[src/rtl/bram_preload_initiator_if.sv]
// Bundle of the host command/response stream, the session controls and the PL preload chain.
// The master modport is the initiator's view; the slave modport is the host plus the BRAM chain.
interface bram_preload_initiator_if #(
    parameter int ADDR_W = 32,
    parameter int DATA_W = 36
);
    logic              sess_start;
    logic              sess_end;
    logic              sess_active;
    logic              cmd_valid;
    logic              cmd_ready;
    logic              cmd_write;
    logic [1:0]        cmd_be;
    logic [ADDR_W-1:0] cmd_addr;
    logic [DATA_W-1:0] cmd_wdata;
    logic              rsp_valid;
    logic              rsp_ready;
    logic [DATA_W-1:0] rsp_data;
    logic              pl_init_o;
    logic              pl_ena_o;
    logic              pl_ren_o;
    logic [1:0]        pl_wen_o;
    logic [ADDR_W-1:0] pl_addr_o;
    logic [DATA_W-1:0] pl_data_o;
    logic [DATA_W-1:0] pl_data_i;

    modport master (
        input  sess_start, sess_end, cmd_valid, cmd_write, cmd_be, cmd_addr, cmd_wdata,
               rsp_ready, pl_data_i,
        output sess_active, cmd_ready, rsp_valid, rsp_data,
               pl_init_o, pl_ena_o, pl_ren_o, pl_wen_o, pl_addr_o, pl_data_o
    );

    modport slave (
        output sess_start, sess_end, cmd_valid, cmd_write, cmd_be, cmd_addr, cmd_wdata,
               rsp_ready, pl_data_i,
        input  sess_active, cmd_ready, rsp_valid, rsp_data,
               pl_init_o, pl_ena_o, pl_ren_o, pl_wen_o, pl_addr_o, pl_data_o
    );
endinterface

[src/rtl/bram_preload_initiator.sv]
// Initiator end of the BRAM preload chain: turns one host command at a time into a single
// PL write or read strobe, waits out the chain read latency and hands the captured word back.
module bram_preload_initiator #(
    parameter int INIT_SETUP = 4,
    parameter int RD_LATENCY = 3,
    parameter int ADDR_W     = 32,
    parameter int DATA_W     = 36
) (
    input  logic                    prog_clock,
    input  logic                    reset,
    bram_preload_initiator_if.master bus
);
    // One shared down-counter serves INIT, WAIT and END_HOLD; size it for the longer count.
    localparam int CNT_MAX = (INIT_SETUP > RD_LATENCY) ? INIT_SETUP : RD_LATENCY;
    localparam int CNT_W   = ($clog2(CNT_MAX) < 1) ? 1 : $clog2(CNT_MAX);

    typedef enum logic [2:0] {
        S_IDLE, S_INIT, S_READY, S_WR, S_RD, S_WAIT, S_RESP, S_END_HOLD
    } state_t;

    state_t            r_state;
    logic [CNT_W-1:0]  r_cnt;
    logic              r_end_pend;
    logic [1:0]        r_be;
    logic [ADDR_W-1:0] r_pl_addr;
    logic [DATA_W-1:0] r_pl_data;
    logic [DATA_W-1:0] r_rsp_data;

    state_t            w_state_next;
    logic [CNT_W-1:0]  w_cnt_next;
    logic              w_end_pend_next;
    logic              w_accept;
    logic              w_capture;
    logic              w_end_req;

    // A close request is either latched earlier or arriving this very cycle.
    assign w_end_req = r_end_pend | bus.sess_end;

    // State register plus command/response capture; reset abandons any access in flight.
    always_ff @(posedge prog_clock or posedge reset) begin
        if (reset) begin
            r_state    <= S_IDLE;
            r_cnt      <= '0;
            r_end_pend <= 1'b0;
            r_be       <= 2'b00;
            r_pl_addr  <= '0;
            r_pl_data  <= '0;
            r_rsp_data <= '0;
        end else begin
            r_state    <= w_state_next;
            r_cnt      <= w_cnt_next;
            r_end_pend <= w_end_pend_next;
            if (w_accept) begin
                r_be      <= bus.cmd_be;
                r_pl_addr <= bus.cmd_addr;
                if (bus.cmd_write) begin
                    r_pl_data <= bus.cmd_wdata;
                end
            end
            if (w_capture) begin
                r_rsp_data <= bus.pl_data_i;
            end
        end
    end

    // Next-state, counter and pending-close decode.
    always_comb begin
        w_state_next    = r_state;
        w_cnt_next      = r_cnt;
        w_end_pend_next = r_end_pend;
        w_accept        = 1'b0;
        w_capture       = 1'b0;
        case (r_state)
            S_IDLE: begin
                w_end_pend_next = 1'b0;
                if (bus.sess_start) begin
                    w_state_next = S_INIT;
                    w_cnt_next   = CNT_W'(INIT_SETUP - 1);
                end
            end
            S_INIT: begin
                w_end_pend_next = w_end_req;
                if (r_cnt == '0) begin
                    w_state_next = S_READY;
                end else begin
                    w_cnt_next = r_cnt - CNT_W'(1);
                end
            end
            S_READY: begin
                if (bus.cmd_valid) begin
                    // The accepted command runs before any close request is honoured.
                    w_accept        = 1'b1;
                    w_end_pend_next = w_end_req;
                    w_state_next    = bus.cmd_write ? S_WR : S_RD;
                end else if (w_end_req) begin
                    w_end_pend_next = 1'b0;
                    w_state_next    = S_END_HOLD;
                    w_cnt_next      = CNT_W'(INIT_SETUP - 1);
                end
            end
            S_WR: begin
                if (w_end_req) begin
                    w_end_pend_next = 1'b0;
                    w_state_next    = S_END_HOLD;
                    w_cnt_next      = CNT_W'(INIT_SETUP - 1);
                end else begin
                    w_state_next = S_READY;
                end
            end
            S_RD: begin
                w_end_pend_next = w_end_req;
                w_state_next    = S_WAIT;
                w_cnt_next      = CNT_W'(RD_LATENCY - 1);
            end
            S_WAIT: begin
                w_end_pend_next = w_end_req;
                if (r_cnt == '0) begin
                    w_capture    = 1'b1;
                    w_state_next = S_RESP;
                end else begin
                    w_cnt_next = r_cnt - CNT_W'(1);
                end
            end
            S_RESP: begin
                if (bus.rsp_ready) begin
                    if (w_end_req) begin
                        w_end_pend_next = 1'b0;
                        w_state_next    = S_END_HOLD;
                        w_cnt_next      = CNT_W'(INIT_SETUP - 1);
                    end else begin
                        w_state_next = S_READY;
                    end
                end else begin
                    w_end_pend_next = w_end_req;
                end
            end
            S_END_HOLD: begin
                w_end_pend_next = 1'b0;
                if (r_cnt == '0) begin
                    w_state_next = S_IDLE;
                end else begin
                    w_cnt_next = r_cnt - CNT_W'(1);
                end
            end
            default: begin
                w_state_next = S_IDLE;
            end
        endcase
    end

    // All outputs come straight from registers so reset clears them without waiting for a clock.
    assign bus.pl_init_o   = (r_state != S_IDLE);
    assign bus.sess_active = (r_state != S_IDLE);
    assign bus.cmd_ready   = (r_state == S_READY);
    assign bus.rsp_valid   = (r_state == S_RESP);
    assign bus.rsp_data    = r_rsp_data;
    assign bus.pl_ena_o    = (r_state == S_WR) || (r_state == S_RD);
    assign bus.pl_ren_o    = (r_state == S_RD);
    assign bus.pl_wen_o    = (r_state == S_WR) ? r_be : 2'b00;
    assign bus.pl_addr_o   = r_pl_addr;
    assign bus.pl_data_o   = r_pl_data;
endmodule

[src/flat_wrapper.sv]
// flat-port wrapper written by rule: the top's interface ports become plain ports
module bram_preload_initiator_flat 
#(
    parameter int INIT_SETUP = 4,
    parameter int RD_LATENCY = 3,
    parameter int ADDR_W     = 32,
    parameter int DATA_W     = 36
)
  (prog_clock, reset, bus_sess_start, bus_sess_end, bus_cmd_valid, bus_cmd_write, bus_cmd_be, bus_cmd_addr, bus_cmd_wdata, bus_rsp_ready, bus_pl_data_i, bus_sess_active, bus_cmd_ready, bus_rsp_valid, bus_rsp_data, bus_pl_init_o, bus_pl_ena_o, bus_pl_ren_o, bus_pl_wen_o, bus_pl_addr_o, bus_pl_data_o);
  bram_preload_initiator_if #(.ADDR_W(ADDR_W), .DATA_W(DATA_W)) bus_i ();
  input  logic prog_clock;
  input  logic reset;
  input wire logic [$bits(bus_i.sess_start)-1:0] bus_sess_start;
  input wire logic [$bits(bus_i.sess_end)-1:0] bus_sess_end;
  input wire logic [$bits(bus_i.cmd_valid)-1:0] bus_cmd_valid;
  input wire logic [$bits(bus_i.cmd_write)-1:0] bus_cmd_write;
  input wire logic [$bits(bus_i.cmd_be)-1:0] bus_cmd_be;
  input wire logic [$bits(bus_i.cmd_addr)-1:0] bus_cmd_addr;
  input wire logic [$bits(bus_i.cmd_wdata)-1:0] bus_cmd_wdata;
  input wire logic [$bits(bus_i.rsp_ready)-1:0] bus_rsp_ready;
  input wire logic [$bits(bus_i.pl_data_i)-1:0] bus_pl_data_i;
  output wire logic [$bits(bus_i.sess_active)-1:0] bus_sess_active;
  output wire logic [$bits(bus_i.cmd_ready)-1:0] bus_cmd_ready;
  output wire logic [$bits(bus_i.rsp_valid)-1:0] bus_rsp_valid;
  output wire logic [$bits(bus_i.rsp_data)-1:0] bus_rsp_data;
  output wire logic [$bits(bus_i.pl_init_o)-1:0] bus_pl_init_o;
  output wire logic [$bits(bus_i.pl_ena_o)-1:0] bus_pl_ena_o;
  output wire logic [$bits(bus_i.pl_ren_o)-1:0] bus_pl_ren_o;
  output wire logic [$bits(bus_i.pl_wen_o)-1:0] bus_pl_wen_o;
  output wire logic [$bits(bus_i.pl_addr_o)-1:0] bus_pl_addr_o;
  output wire logic [$bits(bus_i.pl_data_o)-1:0] bus_pl_data_o;
  assign bus_i.sess_start = bus_sess_start;
  assign bus_i.sess_end = bus_sess_end;
  assign bus_i.cmd_valid = bus_cmd_valid;
  assign bus_i.cmd_write = bus_cmd_write;
  assign bus_i.cmd_be = bus_cmd_be;
  assign bus_i.cmd_addr = bus_cmd_addr;
  assign bus_i.cmd_wdata = bus_cmd_wdata;
  assign bus_i.rsp_ready = bus_rsp_ready;
  assign bus_i.pl_data_i = bus_pl_data_i;
  assign bus_sess_active = bus_i.sess_active;
  assign bus_cmd_ready = bus_i.cmd_ready;
  assign bus_rsp_valid = bus_i.rsp_valid;
  assign bus_rsp_data = bus_i.rsp_data;
  assign bus_pl_init_o = bus_i.pl_init_o;
  assign bus_pl_ena_o = bus_i.pl_ena_o;
  assign bus_pl_ren_o = bus_i.pl_ren_o;
  assign bus_pl_wen_o = bus_i.pl_wen_o;
  assign bus_pl_addr_o = bus_i.pl_addr_o;
  assign bus_pl_data_o = bus_i.pl_data_o;
  bram_preload_initiator #(.INIT_SETUP(INIT_SETUP), .RD_LATENCY(RD_LATENCY), .ADDR_W(ADDR_W), .DATA_W(DATA_W)) u_core (.prog_clock(prog_clock), .reset(reset), .bus(bus_i));
endmodule
[config.mk]
export PLATFORM = sky130hd
export DESIGN_NAME = bram_preload_initiator_flat
export DESIGN_NICKNAME = d
export VERILOG_FILES = /design/src/rtl/bram_preload_initiator_if.sv /design/src/rtl/bram_preload_initiator.sv /design/src/flat_wrapper.sv
export SDC_FILE = /design/constraint.sdc
export NUM_CORES = 1
export LEC_CHECK = 0
export ABC_AREA = 0
export CORE_MARGIN = 3
export CORE_UTILIZATION = 35
export DETAILED_ROUTE_END_ITERATION = 8
export DONT_BUFFER_PORTS = 1
export PLACE_DENSITY = 0.49
export SLEW_MARGIN = 20
export SYNTH_ARGS = -nofsm -noshare
export SYNTH_HDL_FRONTEND = slang
export SYNTH_SLANG_ARGS = --single-unit
[constraint.sdc]
create_clock -name prog_clock -period 3.85 [get_ports prog_clock]
set_input_delay 0.1925 -clock prog_clock [delete_from_list [all_inputs] [get_ports prog_clock]]
set_output_delay 0.1925 -clock prog_clock [all_outputs]
set_load 0.02 [all_outputs]
# [Word-level counts from Yosys, hierarchy flattened]
# Index checks and enable logic that the tools add are counted.
[word_totals] regBits=112 input_bits=113 out_inout_bits=112 elab_cells=59
[op_classes] addsub=1 eq_ne=15 mux=25 n_bitwise=1 n_reduce_logical=10
[ops] cell="2-to-1 mux 3 bit" count=9
[ops] cell="case mux 3 bit (8 select lines)" count=1
[ops] cell="== test 3 bit, second input constant" count=4
[ops] cell="2-to-1 mux 2 bit" count=6
[ops] cell="case mux 2 bit (6 select lines)" count=1
[ops] cell="!= test 2 bit, second input constant" count=4
[ops] cell="2-to-1 mux 1 bit" count=7
[ops] cell="== test 3 x 2 -> 1 bit, second input constant" count=2
[ops] cell="!= test 2 x 1 -> 1 bit, second input constant" count=3
[ops] cell="AND reduction 6 bit" count=1
[ops] cell="OR reduction 3 bit" count=2
[ops] cell="case mux 1 bit (5 select lines)" count=1
[ops] cell="AND reduction 4 bit" count=1
[ops] cell="== test 3 x 1 -> 1 bit, second input constant" count=1
[ops] cell="logical NOT 3 bit" count=1
[ops] cell="!= test 3 x 2 -> 1 bit, second input constant" count=1
[ops] cell="nonzero test 3 bit" count=1
[ops] cell="logical NOT 2 bit" count=1
[ops] cell="AND reduction 2 bit" count=1
[ops] cell="OR reduction 2 bit" count=1
[ops] cell="subtractor 2 x 1 -> 2 bit, second input constant" count=1
[ops] cell="logical OR 1 bit" count=1
[ops] cell="OR 1 bit" count=1

# [Depth between registers and ports, before layout]
# Gate-level depths: netlist (run 1).
[logic_depth] word_depth=4 mapped_depth=7 depth_no_buf=6

# [Least setup slack after synthesis (run 1)]
# No wires, ideal clock.
[synth_timing] path_kind="register to output" startpoint="register u_core.r_state[0]" endpoint="output bus_sess_active" t_arrival_ns=1.433 t_required_ns=3.658 setup_slack_ns=2.225 stages_incl_launch_ff=5 path_buffers=3 cell_sequence="dfrtp_1 -> buf_4 -> clkbuf_1 -> or3_1 -> buf_4"
[synth_between] elab_chain_cells=1
[synth_lines] item="start, declared" line_no="bram_preload_initiator.sv:21" rtl="state_t r_state;"
[synth_lines] item="start signal, assigned" line_no="bram_preload_initiator.sv:50" rtl="r_state <= w_state_next;"
[synth_lines] item="nonzero test 3 bit"
[synth_lines] item="end, declared" line_no="flat_wrapper.sv:22" rtl="output wire logic [$bits(bus_i.sess_active)-1:0] bus_sess_active;"
# No other way between the ends.

# [Worst setup path after layout (run 1)]
[layout_timing] startpoint="register u_core.r_state[0]" endpoint="register u_core.r_pl_data[34] (netlist: u_core.bus.pl_data_o[34])"
[layout_between] elab_chain_cells=3
[layout_lines] item="== test 3 x 2 -> 1 bit" line_no="bram_preload_initiator.sv:73" rtl="case (r_state)"
[layout_lines] item="2-to-1 mux 1 bit" line_no="bram_preload_initiator.sv:73"
[layout_lines] item="AND reduction 2 bit (no line)"
[layout_lines] item="end signal, assigned" line_no="bram_preload_initiator.sv:57" rtl="r_pl_data <= bus.cmd_wdata;"
[layout_lines] item="end, declared" line_no="bram_preload_initiator.sv:26" rtl="logic [DATA_W-1:0] r_pl_data;"
# No other way between the ends.
# A chain may end at the register's enable or synchronous reset.

==> results of run 1 <==
[layout make-up]
type | count | area (sq um) | share of cell area
flip-flops and latches | 112 | 2803 | 0.4620
multi-input cells | 232 | 1662 | 0.2739
repair buffers | 109 | 1081 | 0.1782
clock buffers | 10 | 229.0 | 0.03775
well taps | 172 | 215.2 | 0.03548
clock inverters | 6 | 52.55 | 0.008663
inverters | 5 | 23.77 | 0.003919
[final timing paths]
check | cells past startpoint | slack, ns | endpoint
max in group asynchronous | 3 | 2.50 | u_core.r_cnt[0]
min reg2reg | 2 | 0.48 | u_core.r_be[1]
min | 1 | 0.01 | u_core.bus.rsp_data[29]
max | 4 | 1.72 | u_core.bus.pl_data_o[34]
min in group asynchronous | 2 | 0.48 | u_core.bus.rsp_data[2]
max reg2reg | 4 | 1.72 | u_core.bus.pl_data_o[34]
[report_power, final]
group / internal, uW / leakage, uW / switching (uW)
Clock: 449 / 0.000131 / 427
Combinational: 647 / 0.00139 / 424
Sequential: 1750 / 0.00138 / 1190
Total: 2850 / 0.00290 / 2040
[flip-flops by register name, summed over array words and instances, names as in the netlist]
name and count:
u_core.bus.pl_data_o 36, u_core.bus.rsp_data 36, u_core.bus.pl_addr_o 32, u_core.r_state 3
u_core.r_be 2, u_core.r_cnt 2, u_core.r_end_pend 1
[through the flow]
step                hold slack [ns]  setup slack [ns]  instances
CTS                       0.0007067             1.722        645
floorplan                    0.2979            0.6985        369
detailed placement           0.3053             1.739        525
finish                      0.01278             1.724        646
global route               0.001297             1.516        646
global placement             0.2998             1.793        525
[logic make-up after synthesis]
group           Yosys count  share of synthesized area
compound gates           19                    0.02582
fa+ha+maj                 1                   0.002718
buf+inv                  25                    0.03017
flops                   112                     0.6089
mux                      74                     0.2052
simple gates            138                     0.1272
[timing repair]
| item | in CTS | in global routing |
|---|---|---|
| gates resized for setup | 0 | 0 |
| endpoints found under the hold margin | 104 | 89 |
| hold buffers | 104 | 1 |
[per-layer routing]
metal	share of wire	vias up	wire length (microns)	GRT usage
li1	-	1422	-	-
met1	0.39	1456	4401	0.1842
met2	0.49	160	5578	0.2532
met3	0.10	15	1132	0.05005
met4	0.017	0	195	0.06091
met5	0	-	0	0
[cell usage after synthesis (2+ instances only)]
library cell	instances
a21oi_1	3
a31oi_1	2
and3_1	4
buf_2	3
buf_4	3
buf_6	4
clkbuf_1	10
dfrtp_1	112
inv_1	4
mux2_2	43
mux2_4	30
nand2_1	111
nand2b_1	2
nand3_1	4
nand4_1	2
nor2_1	5
nor2b_1	2
o211ai_1	2
o21ai_0	7
or3_1	2
[placed cells by master, fill, tap and decap left out, types with 2 or more instances in the layout]
cell / count
o211ai_1: 2
nor2b_1: 2
mux2_4: 30
clkinv_4: 2
nand2b_1: 2
inv_1: 3
clkinvlp_4: 2
nand2_1: 111
dfrtp_1: 112
dlygate4sd3_1: 105
mux2_2: 43
a31oi_1: 2
o21ai_0: 7
or3_1: 2
buf_4: 4
clkbuf_16: 9
nand4_1: 2
a21oi_1: 3
inv_6: 2
nand3_1: 4
nor2_1: 5
and3_1: 4
==> results_dict.tcl, run 1 <==
set metrics [dict create \
    run_status "finished, final reports clean" \
    routed_wl_mm 11.31 \
    tightest_slew_ns 0.7795 \
    relSlewSlack 0.4803 \
    postLayoutCoreUtil 0.4768 \
    max_freq_ghz 0.4704 \
    clock-skew-final_ns 0.01061 \
    ctsRootBufferMaster "clkbuf_16" \
    rsz0062_at_grt "false" \
    io_pins 225 \
    cp_slowest_stage_delay_ns 0.78 \
    wl_per_cell_microns 17.50 \
    async_flop_share 1.000 \
    yosysWarnings 0 \
    first_pass_iters 4 \
    gp_congestion 0.7587 \
    grt_pass1_wl_mm 17.68 \
    die-area_sq_um 14560 \
    hp-start "bus_pl_data_i[29]" \
    max_cap_violations 0 \
    setup_viol 0 \
    critPathSlowestCell "dfrtp_1" \
    crit_fanout 36 \
    cp-start-kind "flop" \
    rows 41 \
    ys_seq_elements 112 \
    drive_above_1_share 0.2068 \
    syn_inst 369 \
    worstReg2RegStart "u_core.r_state[0]" \
    cts.path.max_buffers 2 \
    syn_avg_cell_area_sq_um 12.47 \
    ant_nets 0 \
    vias 3053 \
    io_buffers 0 \
    powerDensity_nw_per_um2 806.0 \
    final_area_sq_um 6066 \
    min_path_type "in2reg" \
    crit_chain "nor2_4 -> and3_1 -> nand2_4 -> mux2_2" \
    die_w_microns 120.7 \
    drc 0 \
    grt_pass1_vias 3240 \
    crit_arrival_ns 2.35 \
    finalSetupTns_ns 0 \
    syn-cell-area_sq_um 4603 \
    p_total_uw 4889 \
    syn_nets 483 \
    p_leak_uw 0.002897 \
    core_sq_um 12720 \
    cts_tree "built" \
    die_h_microns 120.7 \
    ir_drop_v 0.0003330 \
    cp.buffers_inverters 0 \
    drtIter0Drc 122 \
    clk_latency_ns 0.34 \
    grt_max_degree 91 \
    syn_to_final_growth_pct 31.77 \
    yosysTopAreaCell "dfrtp_1" \
    synth_top_area_share 0.6089 \
    grt_remaining_overflow 0 \
    start_util 0.3618 \
    critPathKind "reg2reg" \
    clk_transition_reported_paths_ns 0.07 \
    cts_setup_buffers 0 \
    place_area_sq_um 4731 \
    required_ns 4.07 \
    finalMaxSlewViolations 0 \
    nets 583 \
    seq_area_frac_synth 0.6089 \
    antenna_found_initial 0 \
    synth_area_leaders "dfrtp_1 (61%), mux2_2 (11%), mux2_4 (9.8%)" \
    crit_family "simple AND/OR/NAND/NOR gates" \
    via_per_inst 4.726 \
    cts_buffers 9 \
    synth_edf_count 0 \
    min_period_ns 2.126 \
    crit_start "u_core.r_state[0]" \
    fillerInstances 1122 \
    synth_top_flop_cell "dfrtp_1" \
    ys_types 34 \
    hpwl_mm 7.233 \
    post-route-period-util 0.5522 \
    antennaDiodeCount 0 \
    cts_sinks 112 \
    htreeDepth 3 \
    finalHoldViolCount 0 \
    cp-end-kind "flop" \
    grt_usage 0.1528 \
]
Power figures use the tool's default switching activity.
==> run 2, diff against run 1 <==
--- a/config.mk
+++ b/config.mk
@@ -10,7 +10,7 @@
 export CORE_UTILIZATION = 35
 export DETAILED_ROUTE_END_ITERATION = 8
 export DONT_BUFFER_PORTS = 1
-export PLACE_DENSITY = 0.49
+export PLACE_DENSITY = 0.51
 export SLEW_MARGIN = 20
 export SYNTH_ARGS = -nofsm -noshare
 export SYNTH_HDL_FRONTEND = slang
==> constraint.sdc (replaced) <==
create_clock -name prog_clock -period 1.7 [get_ports prog_clock]
set_input_delay 0.085 -clock prog_clock [delete_from_list [all_inputs] [get_ports prog_clock]]
set_output_delay 0.085 -clock prog_clock [all_outputs]
set_load 0.02 [all_outputs]
==> run 2 against run 1 <==
- die area did not move
- utilization is 1.5 points higher
- global-route usage increased by 0.99 points
- count of clock-buffer cells in the layout did not move
- routed wire length is 3.4% higher
- flip-flop and latch count did not move
==> results_dict.tcl, run 2 (same netlist as run 1, synthesis figures left out) <==
set metrics [dict create \
    post-route-period-util 0.9611 \
    hpwl_mm 7.742 \
    antennaDiodeCount 0 \
    die_h_microns 120.7 \
    syn_to_final_growth_pct 35.83 \
    core_sq_um 12720 \
    stdcell_count 659 \
    required_ns 1.62 \
    io_buffers 0 \
    rsz0062_at_grt "false" \
    grt_pass1_vias 3507 \
    place_ws_ns 0.1078 \
    grt_pass1_wl_mm 18.70 \
    wl_per_cell_microns 17.75 \
    htreeDepth 3 \
    routed_wl_mm 11.70 \
    finalMaxSlewViolations 0 \
    cts_sinks 112 \
    final_area_sq_um 6252 \
    setup_viol 0 \
    nets 596 \
    cts.path.max_buffers 2 \
    run_status "finished, final reports clean" \
    cp-end-kind "output pin" \
    cts_setup_buffers 0 \
    dp.cells 535 \
    cts_buffers 9 \
    cp-start-kind "flop" \
    first_pass_iters 4 \
    finalWorstSetupSlack_ns 0.06613 \
    ir_drop_v 0.0006355 \
    relSlewSlack 0.5825 \
    crit_arrival_ns 1.55 \
    hold_ws_ns 0.03996 \
    crit_fanout 6 \
    gp_congestion 0.8039 \
    drtIter0Drc 174 \
    drc 0 \
    rows 41 \
    antenna_found_initial 0 \
    min_period_ns 1.634 \
    die-area_sq_um 14560 \
    grt_remaining_overflow 0 \
    grt_max_degree 38 \
    mostFrequentLayoutCells "nand2_1 (111), dfrtp_1 (111), dlygate4sd3_1 (108), mux2_2 (43), mux2_4 (30)" \
    finalHoldViolCount 0 \
    min_path_type "in2reg" \
    drive_above_1_share 0.2341 \
    place_area_sq_um 4882 \
    vias 3129 \
    p_leak_uw 0.002991 \
    cts_tree "built" \
    grt_usage 0.1627 \
    powerDensity_nw_per_um2 1796 \
    ant_nets 0 \
    max_freq_ghz 0.6120 \
    clock-skew-final_ns 0.007617 \
    die_w_microns 120.7 \
    clk_latency_ns 0.34 \
    max_cap_violations 0 \
    start_util 0.3618 \
    via_per_inst 4.748 \
    io_pins 225 \
    ctsRootBufferMaster "clkbuf_16" \
    clk_transition_reported_paths_ns 0.07 \
    tightest_slew_ns 0.6249 \
    crit_family "simple AND/OR/NAND/NOR gates" \
    critPathKind "reg2out" \
    fillerInstances 1119 \
    cp_slowest_stage_delay_ns 0.56 \
    finalSetupTns_ns 0 \
    critPathSlowestCell "or3_1" \
    cp.buffers_inverters 1 \
    crit_chain "buf_4 -> or3_1" \
]
-- run 2: changes by cell type in the layout (fill, tap and decap cells not counted), sizes merged --
cell / change
clkinv: +3
inv: -2
buf: +10
dlygate4sd3: +3
clkinvlp: -1
-- run 2: worst reg2reg max path: cells and delay by family, from the launching register on --
family | cells | cell delay (ns)
adder cells (fa/ha/maj) | 1 | 0.31
flip-flops | 1 | 0.39
multiplexers | 1 | 0.31
AND/OR/NAND/NOR | 1 | 0.17
buffers and inverters | 2 | 0.28
-- run 2: what timing repair did --
item	in CTS	in global routing
gates resized for setup	5	1
hold endpoints to repair	129	0
hold buffers	108	0
endpoints found under the setup margin	5	1
pin swaps	0	0
-- run 2: final timing paths --
check / cells past startpoint / slack (ns) / to / start
max: 2 / 0.07 / bus_sess_active / u_core.r_state[2]
min: 3 / 0.04 / u_core.r_state[1] / bus_cmd_valid
max reg2reg: 5 / 0.13 / u_core.bus.rsp_data[33] / u_core.r_cnt[0]
min reg2reg: 2 / 0.48 / u_core.r_be[0] / u_core.r_be[0]
max in group asynchronous: 3 / 0.80 / u_core.bus.pl_addr_o[15] / reset
min in group asynchronous: 2 / 0.31 / u_core.bus.rsp_data[24] / reset
-- run 2: final cells by class --
cell class,count,area (sq um),share of cell area
flip-flops and latches,112,2804,0.4485
well taps,172,215.2,0.03442
clock buffers,10,229.0,0.03662
inverters,5,22.52,0.003602
repair buffers,122,1261,0.2017
multi-input cells,232,1675,0.2680
clock inverters,6,45.04,0.007204
-- run 2: where the power goes --
part / internal, uW / switching [uW] / leakage [uW]
Sequential: 3980 / 2610 / 0.00138
Clock: 1000 / 942 / 0.000137
Combinational: 1590 / 1110 / 0.00148
-- run 2: metrics by stage --
| stage | power (uW) | util |
|---|---|---|
| 2_1_floorplan | 8349 | - |
| 3_3_place_gp | 8991 | 0.3838 |
| 3_5_place_dp | 9111 | 0.3838 |
| 4_1_cts | 11350 | 0.4912 |
| 5_1_grt | 11940 | 0.4914 |
| 6_report | 11230 | 0.4914 |
-- run 2: routing by layer --
| metal | track usage | vias to the layer above | wire [microns] |
|---|---|---|---|
| li1 | - | 1450 | - |
| met1 | 0.1939 | 1511 | 4540 |
| met2 | 0.2749 | 147 | 5879 |
| met3 | 0.03882 | 21 | 997 |
| met4 | 0.08144 | 0 | 280 |
| met5 | 0 | - | 0 |
